`src/rtl/seg_scan_capture.sv`:
```
// Capture side of a 4-digit multiplexed 7-segment display. It samples the scanned segment and
// digit lines, waits for each dwell to settle, decodes it and assembles complete 4-digit frames.
module seg_scan_capture #(
    parameter int unsigned SETTLE  = 4,
    parameter int unsigned TIMEOUT = 16384,
    parameter int unsigned CNT_W   = 15
) (
    input  logic        clk,
    input  logic        rst_n,
    input  logic [7:0]  seg_in,
    input  logic [3:0]  way_in,
    output logic [15:0] digits,
    output logic [3:0]  dp,
    output logic [3:0]  blank,
    output logic [3:0]  glyph_err,
    output logic        frame_stb,
    output logic        frame_valid,
    output logic        scan_err
);

    localparam int unsigned SEG_W = 8;
    localparam int unsigned WAY_W = 4;
    localparam int unsigned NIB_W = 4;
    localparam int unsigned DW_W  = (SETTLE > 1) ? $clog2(SETTLE) : 1;

    localparam logic [DW_W-1:0]  DW_LAST = DW_W'(SETTLE - 1);
    localparam logic [CNT_W-1:0] TO_MAX  = CNT_W'(TIMEOUT);
    localparam logic [CNT_W-1:0] TO_LAST = CNT_W'(TIMEOUT - 1);

    logic [SEG_W-1:0] r_seg, p_seg;
    logic [WAY_W-1:0] r_way, p_way;
    logic [DW_W-1:0]  dwell;
    logic             armed;
    logic [WAY_W-1:0] mask;
    logic [CNT_W-1:0] to_cnt;

    logic             chg_c, one_c, multi_c, armed_n_c, cap_c, to_fire_c;
    logic [DW_W-1:0]  dwell_n_c;
    logic [1:0]       cap_idx_c;
    logic [WAY_W-1:0] mask_n_c;
    logic [NIB_W-1:0] dec_val_c;
    logic             dec_ok_c, dec_blank_c;

    // Dwell tracking: a held one-hot (way,seg) pair is captured once, after SETTLE cycles.
    always_comb begin
        chg_c     = {r_way, r_seg} != {p_way, p_seg};
        one_c     = $onehot(r_way);
        multi_c   = $countones(r_way) > 1;
        dwell_n_c = dwell;
        if (chg_c || !one_c) begin
            dwell_n_c = '0;
        end else if (dwell != DW_LAST) begin
            dwell_n_c = dwell + DW_W'(1);
        end
        armed_n_c = armed | chg_c;
        cap_c     = one_c && armed_n_c && (dwell_n_c == DW_LAST);
        to_fire_c = !cap_c && (to_cnt == TO_LAST);
    end

    always_comb begin
        cap_idx_c = 2'd0;
        for (int k = 0; k < int'(WAY_W); k++) begin
            if (r_way[k]) cap_idx_c = 2'(k);
        end
        mask_n_c = mask | (4'b0001 << cap_idx_c);
    end

    // Glyph decode of a..g; 0011111 is read as b rather than the alternate 6.
    always_comb begin
        dec_ok_c    = 1'b1;
        dec_val_c   = 4'h0;
        dec_blank_c = (r_seg[7:1] == 7'b0000000);
        case (r_seg[7:1])
            7'b1111110: dec_val_c = 4'h0;
            7'b0110000: dec_val_c = 4'h1;
            7'b1101101: dec_val_c = 4'h2;
            7'b1111001: dec_val_c = 4'h3;
            7'b0110011: dec_val_c = 4'h4;
            7'b1011011: dec_val_c = 4'h5;
            7'b1011111: dec_val_c = 4'h6;
            7'b1110000: dec_val_c = 4'h7;
            7'b1110010: dec_val_c = 4'h7;
            7'b1111111: dec_val_c = 4'h8;
            7'b1111011: dec_val_c = 4'h9;
            7'b1110011: dec_val_c = 4'h9;
            7'b1110111: dec_val_c = 4'hA;
            7'b0011111: dec_val_c = 4'hB;
            7'b1001110: dec_val_c = 4'hC;
            7'b0111101: dec_val_c = 4'hD;
            7'b1001111: dec_val_c = 4'hE;
            7'b1000111: dec_val_c = 4'hF;
            default:    dec_ok_c  = 1'b0;
        endcase
    end

    always_ff @(posedge clk or negedge rst_n) begin
        if (!rst_n) begin
            r_seg       <= '0;
            r_way       <= '0;
            p_seg       <= '0;
            p_way       <= '0;
            dwell       <= '0;
            armed       <= 1'b0;
            mask        <= '0;
            to_cnt      <= '0;
            digits      <= '0;
            dp          <= '0;
            blank       <= '0;
            glyph_err   <= '0;
            frame_stb   <= 1'b0;
            frame_valid <= 1'b0;
            scan_err    <= 1'b0;
        end else begin
            r_seg     <= seg_in;
            r_way     <= way_in;
            p_seg     <= r_seg;
            p_way     <= r_way;
            dwell     <= dwell_n_c;
            armed     <= armed_n_c & ~cap_c;
            scan_err  <= multi_c;
            frame_stb <= 1'b0;

            if (cap_c) begin
                to_cnt <= '0;
            end else if (to_cnt != TO_MAX) begin
                to_cnt <= to_cnt + CNT_W'(1);
            end

            if (cap_c) begin
                dp[cap_idx_c] <= r_seg[0];
                if (dec_blank_c) begin
                    digits[{cap_idx_c, 2'b00} +: NIB_W] <= '0;
                    blank[cap_idx_c]                    <= 1'b1;
                    glyph_err[cap_idx_c]                <= 1'b0;
                end else if (dec_ok_c) begin
                    digits[{cap_idx_c, 2'b00} +: NIB_W] <= dec_val_c;
                    blank[cap_idx_c]                    <= 1'b0;
                    glyph_err[cap_idx_c]                <= 1'b0;
                end else begin
                    blank[cap_idx_c]                    <= 1'b0;
                    glyph_err[cap_idx_c]                <= 1'b1;
                end
                if (mask_n_c == 4'b1111) begin
                    mask        <= '0;
                    frame_stb   <= 1'b1;
                    frame_valid <= 1'b1;
                end else begin
                    mask <= mask_n_c;
                end
            end else if (to_fire_c) begin
                // Scan stalled: drop validity and the partial frame, keep the last values.
                frame_valid <= 1'b0;
                mask        <= '0;
            end
        end
    end

endmodule

```
`config.mk`:
```
export PLATFORM = sky130hd
export DESIGN_NAME = seg_scan_capture
export DESIGN_NICKNAME = d
export VERILOG_FILES = /design/src/rtl/seg_scan_capture.sv
export SDC_FILE = /design/constraint.sdc
export NUM_CORES = 1
export LEC_CHECK = 0
export CORE_AREA = 4 4 83 85
export CTS_BUF_LIST = sky130_fd_sc_hd__clkbuf_8
export CTS_CLUSTER_DIAMETER = 80
export CTS_CLUSTER_SIZE = 24
export DETAILED_ROUTE_END_ITERATION = 16
export DIE_AREA = 0 0 87 89
export HOLD_SLACK_MARGIN = 0.1
export PLACE_DENSITY = 0.91
export SETUP_SLACK_MARGIN = 0.05
export SYNTH_ARGS = -nofsm -noshare
export SYNTH_HDL_FRONTEND = slang
export SYNTH_SLANG_ARGS = --single-unit
```
`constraint.sdc`:
```
create_clock -name clk -period 5.62 [get_ports clk]
set_clock_uncertainty 0.2 [all_clocks]
set_input_delay 1.686 -clock clk [delete_from_list [all_inputs] [get_ports clk]]
set_output_delay 1.686 -clock clk [all_outputs]
set_load 0.01 [all_outputs]
```
Yosys cells after proc, flatten, opt, wreduce, memory -nomap -nowiden
Cells that the tools add are included.

Flip-flop bits (word level): 77. Bits in latches: 0. Memory bits (writable): 0. Memory bits (read-only): 0. Input bits: 14. Output and inout bits: 31. Word-level logic and storage cells: 109. Memories: 0.

$add $sub $neg: 9. Multiply operators: 0. Div/mod/pow operators: 0. Order comparisons: 3. Equal/unequal tests: 26. Shift operators: 4. Multiplexer cells: 27. Bitwise operators: 9. Reductions and logical operators: 16.

Operators by type and width (number): 7-bit == test (second input constant) (14); 4-bit case mux with 15 select lines (1); 16-bit bitwise mux (2); 16-bit two-way mux (2); 15-bit two-way mux (2); 4-bit two-way mux (6); 7-bit by 6-bit == test with 1-bit output (second input constant) (3); 18-bit OR reduction (1); 4-bit by 6-bit variable shift with 16-bit output (first input constant) (1); 4-bit by 6-bit indexed part select with 16-bit output (1); 4-bit by 6-bit indexed part select with 16-bit output (first input constant) (1); 15-bit by 1-bit adder with 15-bit output (second input constant) (1); 15-bit by 14-bit == test with 1-bit output (second input constant) (1); 15-bit != test (second input constant) (1); 12-bit != test (1); 4-bit bitwise OR (3); 1-bit by 1-bit adder with 2-bit output (4); 4-bit bitwise AND (2); 1-bit two-way mux (8); 2-bit two-way mux (4); 7-bit by 5-bit == test with 1-bit output (second input constant) (1); 7-bit zero test (1); 2-bit by 2-bit adder with 3-bit output (2); 4-bit negator with 6-bit output (1); other kinds (22) (30).

Depth between registers and ports, before layout
Gate-level depths: netlist of the first run.

Depth in word-level cells: 12. Gate-level depth with buffers: 13. Depth with buffers taken out: 11.

Worst setup path after synthesis of the first run
Ideal clock, no wire load.

Path kind: flip-flop to flip-flop. From: reg r_way[1]. To: reg digits[11]. Library setup time: 125 ps. Arrival: 3118 ps. Data required time: 5295 ps. Setup slack: 2178 ps. Cell stages (with the launch flop): 13. Buffers on the path: 1. Clock period less this slack: 3442 ps. Path through: dfrtp_1 -> inv_1 -> fa_1 -> inv_1 -> ha_1 -> inv_1 -> ha_1 -> nor3b_1 -> nand3_1 -> or4_1 -> buf_2 -> a311oi_1 -> mux2_2.

Cells in the longest elaborated chain, start to end: 9. Elaborated cells on any way between the ends: 23. Those cells by class: add/sub (3); eq/ne (3); shift (3); mux (8); bitwise (1); reduce/logical (5).

RTL lines: start, declared (RTL line 31) `logic [WAY_W-1:0] r_way, p_way;`; start signal, assigned (RTL line 115) `r_way <= way_in;`; parallel branches: the longest is 9 deep, another holds 4-bit negator with 6-bit output; end signal, assigned by index (RTL line 136) `digits[{cap_idx_c, 2'b00} +: NIB_W] <= dec_val_c;`; end, declared (RTL line 12) `output logic [15:0] digits,`.

Parallel ways; which one is timed is not known. The select of a mux whose other input is x is not followed. A chain may end at the register's enable or synchronous reset.

Final worst setup path of the first run
From: reg r_way[3]. To: reg digits[3].

Cells in the longest elaborated chain, start to end: 9. Elaborated cells on any way between the ends: 21. Those cells by class: add/sub (3); eq/ne (3); shift (3); mux (6); bitwise (1); reduce/logical (5).

RTL lines: 1-bit by 1-bit adder with 2-bit output (implied by the code) (RTL line 47) `one_c = $onehot(r_way);`; 2-bit by 2-bit adder with 3-bit output (implied by the code) (RTL line 47); 3-bit by 1-bit == test with 1-bit output (RTL line 47); 1-bit zero test (RTL line 50) `if (chg_c || !one_c) begin`; 1-bit logical OR (RTL line 50); 2-bit two-way mux (RTL line 50); 2-bit == test (RTL line 56) `cap_c = one_c && armed_n_c && (dwell_n_c == DW_LAST);`; 1-bit logical AND (RTL line 56); 2-bit AND reduction (no line).

Several ways; a longest one is shown, not always the timed one. The select of a mux whose other input is x is not followed.

==> results of run 1 <==
[metal layers]
metal / vias to the layer above / track usage (%) / routed length, um
li1: 1322 / - / -
met1: 1424 / 32.3 / 3490
met2: 143 / 39.1 / 4300
met5: - / 0 / 0
met3: 30 / 4.79 / 588
met4: 0 / 14.6 / 249
[cell usage after synthesis (all sizes together), types with 2 or more instances]
master   count
xor2         8
o41ai        2
a311oi       4
or3          4
nor2        28
mux2i        4
nor4         4
o21ai       20
a21oi        6
a31oi        4
and3b        2
nand2       18
nand4b       2
nor3b        2
nor3         7
nor4b        2
and4         2
inv         19
nand3       12
a2bb2oi     11
and2         6
xnor2       17
mux2         9
a32oi        5
nor2b        3
buf         10
nand4        9
ha           5
and3         6
clkbuf       5
o2bb2ai      4
o311ai       4
dfrtp       77
[kinds of logic (layout without fill, tap and decap cells)]
logic type	after synthesis	after routing
DFF	77	77
and+or+nand+nor	112	112
buffers and inverters	34	82
AOI/OAI and AO/OA	70	70
muxes	13	13
xor gates and xnor gates	25	25
adders and majority gates	6	6
[final timing paths]
path,startpoint,endpoint
worst max-delay path,r_way[3]$_DFF_PN0_,digits[3]$_DFFE_PN0P_
worst min-delay path,r_way[0]$_DFF_PN0_,p_way[0]$_DFF_PN0_
worst max register to register,r_way[3]$_DFF_PN0_,digits[3]$_DFFE_PN0P_
worst min register to register,r_way[0]$_DFF_PN0_,p_way[0]$_DFF_PN0_
max in group asynchronous,rst_n,digits[1]$_DFFE_PN0P_
min in group asynchronous,rst_n,dp[3]$_DFFE_PN0P_
[power breakdown]
part | switching [mW] | total, mW | internal [mW] | leakage, nW
Combinational | 0.0457 | 0.0793 | 0.0336 | 0.770
Clock | 0.201 | 0.440 | 0.239 | 0.112
Sequential | 0.0179 | 0.582 | 0.564 | 0.998
Total | 0.264 | 1.10 | 0.837 | 1.88
[through the flow]
stage	hold slack, ns	util (%)	instance area, um2	setup WS [ns]
2_1_floorplan	0.188	-	3710	2.18
3_3_place_gp	0.206	67.3	4180	1.66
3_5_place_dp	0.216	67.3	4180	1.45
4_1_cts	0.239	70.7	4390	1.43
5_1_grt	0.268	70.7	4390	1.05
6_report	0.240	70.7	4390	1.36
[area by class of cell]
class | instances | area [um2]
clock inverters | 4 | 45.0
fillers | 411 | 1820
repair buffers | 47 | 458
flip-flops and latches | 77 | 1930
well taps | 77 | 96.3
multi-input cells | 226 | 1620
inverters | 19 | 71.3
clock buffers | 12 | 165
==> metrics.txt, run 1 <==
Syn Std Cell Area 3710 um2; initial core utilization 59.7%; R2R Setup Slk 1.36 ns; Synth top area share 52.0%; largest net degree at the start of global routing 44; Via density 6.32; Core Box Area 6200 um2; layout cells sized above 1 10.1%; vias in the first global route 2941; sequential element share of the synthesized area 52.0%; Crit Path Max Fanout 14; Worst path depth 11; wire per inst 18.7 um; CTS tree built; crit path max-delay cell type or4_1; final non-filler cell total 462; minimum clock period 4.26 ns; worst min path class flip-flop to flip-flop; startpoint types flip-flop; initial antenna violation count 0; Root Buffer clkbuf_8; actual slew at the worst max-slew pin 0.745 ns; Post-DRT Antenna Nets 0; Synth Flop Type dfrtp_1; CP Capture Type flip-flop; CP Buf/Inv Count 3; die width 87 um; die height 89 um; H-tree depth 3; CP cell instances inv_1, fa_1, inv_1, ha_1, inv_1, ha_1, nor3b_1, nand3_1, or4_1, a311oi_1, mux2_2; critical path's most frequent cell inv_1; Overall Power 1.10 mW; Detailed Place HPWL 5990 um; Post-synth EDFFs 0; final hold vios 0; CTS Sinks 77; DIE AREA 7740 um2; Syn Area/Cell 11.0 um2; worst skew pair latency 0.37 ns; CP delay by family, top simple AND/OR/NAND/NOR gates; Slew Viols, Final 0; CTS buffer count 9; maximum capacitance violations 0; Setup TNS 0 ns; largest cells by area after synthesis dfrtp_1 (52%), xnor2_1 (3.8%), nor2_1 (2.8%); WP data required 5.67 ns; outcome complete, no violations; flops & latches, synth 77; simple-gate area share of the yosys netlist 16.6%; RSZ-0062 raised after global routing false; grt total ovfl 0; Post-synth ARST share 100%; std cell rows 29; PwrDens 251 nW/um2; dpl cells 446; DRT Wirelength 8630 um; cts hold-fix bufs 0; setup violators final 0; Post-CTS Setup Inserts 0; Syn Nets 357; 1st-pass router iterations 5; worst stage delay on the critical path 0.69 ns; leakage 1.88 nW; Period Utilization, post-route 75.8%; cts repair resizes 0; Clock Path Buffers 2; Worst Path Arrival 4.31 ns; most frequent cells in the layout dfrtp_1 (77), clkdlybuf4s50_1 (43), nor2_1 (28); XOR/XNOR share of the synthesized area 6.11%; slew margin rel. 50.4%; maximum vdd ir drop 0.215 mV; commonest non-fill, non-tap cell in the layout dfrtp_1; WS Path Type flip-flop to flip-flop; gr usage total 24.9%; PortBufs 44; mux share of post-synthesis cell area 3.81%; via count 2919; cells after synthesis 337; hold path depth 0; Iteration-0 DRC Markers 376; Synth Area in Compound Gates 14.8%; largest family of logic cells by synthesized area simple AND/OR/NAND/NOR gates; Clock transition at path regs 0.07 ns; reg2reg path depth 11; Post-Synth Adder-Cell Area 2.23%; Cell variety after synth 59; cell taking the most area after synthesis dfrtp_1; first-pass GRT wire length 14500 um; Placer Congestion 0.881; yosys warns 0; Nets 400; layout overhead on the synthesized area 18.3%; antenna fix cells 0; Ports 45; fmax 235 MHz; final routed DRC violation total 0
No activity file was read; power rests on OpenSTA's default activity.
==> run 2, diff against run 1 <==
--- a/config.mk
+++ b/config.mk
@@ -5,14 +5,14 @@
 export SDC_FILE = /design/constraint.sdc
 export NUM_CORES = 1
 export LEC_CHECK = 0
-export CORE_AREA = 4 4 83 85
+export CORE_AREA = 4 4 90 92
 export CTS_BUF_LIST = sky130_fd_sc_hd__clkbuf_8
 export CTS_CLUSTER_DIAMETER = 80
 export CTS_CLUSTER_SIZE = 24
 export DETAILED_ROUTE_END_ITERATION = 16
-export DIE_AREA = 0 0 87 89
+export DIE_AREA = 0 0 94 96
 export HOLD_SLACK_MARGIN = 0.1
-export PLACE_DENSITY = 0.91
+export PLACE_DENSITY = 0.83
 export SETUP_SLACK_MARGIN = 0.05
 export SYNTH_ARGS = -nofsm -noshare
 export SYNTH_HDL_FRONTEND = slang
==> constraint.sdc (replaced) <==
create_clock -name clk -period 3.8 [get_ports clk]
set_clock_uncertainty 0.2 [all_clocks]
set_input_delay 1.14 -clock clk [delete_from_list [all_inputs] [get_ports clk]]
set_output_delay 1.14 -clock clk [all_outputs]
set_load 0.01 [all_outputs]
==> run 2 against run 1 <==
  * Non-clock buffer count rose by 3
  * Largest power group unchanged
  * Critical path type unchanged
  * Global-route usage fell by 5.1 points
  * Largest cell class unchanged
  * Critical endpoint is now digits[15]$_DFFE_PN0P_
  * Worst setup slack got worse by 1.1 ns
==> metrics.txt, run 2 (synthesis gave the netlist of run 1 again) <==
CTS buffer count 9 (unchanged); DRT Wirelength 8220 um (-4.8%); PortBufs 44 (unchanged); grt total ovfl 0 (unchanged); Cell Int Power 1.14 mW (+36%); design area 4440 um2 (+1.3%); Clock Path Buffers 2 (unchanged); Period Utilization, post-route 92.8% (+17 points); CTS Sinks 77 (unchanged); outcome complete, no violations; maximum vdd ir drop 0.255 mV (+19%); first-pass GRT wire length 13800 um (-5.0%); final non-filler cell total 487 (+5.4%); Overall Power 1.57 mW (+43%); DIE AREA 9020 um2 (+17%); dpl cells 471 (+5.6%); final routed DRC violation total 0 (unchanged); most frequent cells in the layout dfrtp_1 (77), clkdlybuf4s50_1 (43), nor2_1 (28); via count 2806 (-3.9%); actual slew at the worst max-slew pin 0.936 ns (+0.191 ns); Core Box Area 7210 um2 (+16%); commonest non-fill, non-tap cell in the layout dfrtp_1; CTS tree built; Detailed Place HPWL 5770 um (-3.7%); antenna fix cells 0 (unchanged); layout overhead on the synthesized area 19.9%; cts hold-fix bufs 0 (unchanged); maximum capacitance violations 0 (unchanged); die width 94 um (+8.0%); WS Path Type flip-flop to flip-flop; Placer Congestion 0.917 (+4.1%); die height 96 um (+7.9%); std cell rows 31 (+6.9%); Post-DRT Antenna Nets 0 (unchanged); largest net degree at the start of global routing 78 (+77%); setup violators final 0 (unchanged); fmax 284 MHz (+21%); Net Sw Power 0.432 mW (+63%); RSZ-0062 raised after global routing false; minimum clock period 3.53 ns (-0.734 ns); Crit Path Max Fanout 11 (-3); H-tree depth 3 (unchanged); slew margin rel. 37.6% (-13 points); wire per inst 16.9 um (-9.7%); final hold vios 0 (unchanged); leakage 1.88 nW (about the same); Placed Area 4230 um2 (+1.3%); Nets 403 (+0.75%); startpoint types flip-flop; layout cells sized above 1 12.1% (+2.0 points); initial core utilization 51.4% (-8.4 points); Root Buffer clkbuf_8; CP Capture Type flip-flop; initial antenna violation count 0 (unchanged); 1st-pass router iterations 5 (unchanged); Clock transition at path regs 0.09 ns (+0.02 ns); part of the power in combinational logic 7.8% (+0.6 points); R2R Setup Slk 0.27 ns (-1.09 ns); worst skew pair latency 0.36 ns (about the same); worst min path class flip-flop to flip-flop; Ports 45 (unchanged); WP data required 3.84 ns (-1.83 ns); switch share 27.5% (+3.5 points); vias in the first global route 2796 (-4.9%); Slew Viols, Final 0 (unchanged); PwrDens 353 nW/um2 (+41%); # fillers 599 (+46%); Flop pwr share 54.5% (+1.6 points); Clock power frac 37.7% (-2.2 points); gr usage total 19.7% (-5.1 points); Via density 5.76 (-8.8%); Iteration-0 DRC Markers 139 (-63%); Worst Path Arrival 3.57 ns (-0.74 ns)
run 2: cell count changes in the layout (fill, tap and decap cells not counted), sizes merged:
| cell | before | now |
|---|---|---|
| buf | 4 | 7 |
| clkinv | 3 | 2 |
| clkinvlp | 0 | 1 |
| bufinv | 1 | 0 |
| inv | 19 | 23 |
| clkbuf | 12 | 9 |
run 2: cell type report:
| class | instances | area [um2] | area share [%] |
|---|---|---|---|
| multi-input combinational | 226 | 1650 | 37.1 |
| clock buffer | 9 | 124 | 2.79 |
| tap | 99 | 124 | 2.79 |
| timing repair buffer | 50 | 483 | 10.9 |
| clock inverter | 7 | 65.1 | 1.46 |
| sequential | 77 | 1930 | 43.4 |
| inverter | 19 | 71.3 | 1.60 |
run 2: critical path, cell delays in order (launching register included):
cell and delay [ns]:
dfrtp_1 0.38, inv_1 0.08, fa_1 0.54, inv_1 0.04
ha_1 0.19, inv_1 0.07, ha_1 0.25, nor3b_2 0.22
nand3_1 0.16, or4_4 0.55, a311oi_2 0.36, mux2_2 0.37
run 2: layer usage:
metal,wire (um),global-route usage [%]
met3,458,3.60
met4,158,8.90
met2,3940,30.6
met1,3660,27.1
met5,0,0
run 2: metrics by stage:
step / setup slack (ns) / TNS [ns] / hold WS, ns / util, %
2_1_floorplan: 0.358 / 0 / 0.188 / -
3_3_place_gp: 0.159 / 0 / 0.199 / 58.6
3_5_place_dp: -0.00316 / -0.00316 / 0.204 / 58.6
4_1_cts: 0.138 / 0 / 0.224 / 61.4
6_report: 0.273 / 0 / 0.222 / 61.6
5_1_grt: 0.0832 / 0 / 0.240 / 61.6
run 2: repair_timing:
| item | in CTS | in global routing |
|---|---|---|
| setup endpoints to repair | 3 | 4 |
| buffers inserted | 0 | 0 |
| gates resized for setup | 2 | 3 |
| cloned | 0 | 0 |
run 2: worst paths after layout:
check | endpoint | from | cells after the start
worst min register to register | p_way[0]$_DFF_PN0_ | r_way[0]$_DFF_PN0_ | 0
worst max-delay path | digits[15]$_DFFE_PN0P_ | r_way[0]$_DFF_PN0_ | 11
min in group asynchronous | r_seg[5]$_DFF_PN0_ | rst_n | 1
max in group asynchronous | to_cnt[10]$_DFFE_PN0P_ | rst_n | 1
worst min-delay path | p_way[0]$_DFF_PN0_ | r_way[0]$_DFF_PN0_ | 0
worst max register to register | digits[15]$_DFFE_PN0P_ | r_way[0]$_DFF_PN0_ | 11
run 2: power groups by stage:
stage | Clock, mW | Sequential (mW) | Combinational (mW)
3_5_place_dp | 0 | 0.873 | 0.120
2_1_floorplan | 0 | 0.862 | 0.0778
4_1_cts | 0.600 | 0.857 | 0.121
5_1_grt | 0.634 | 0.860 | 0.136
6_report | 0.592 | 0.857 | 0.123
3_3_place_gp | 0 | 0.872 | 0.115
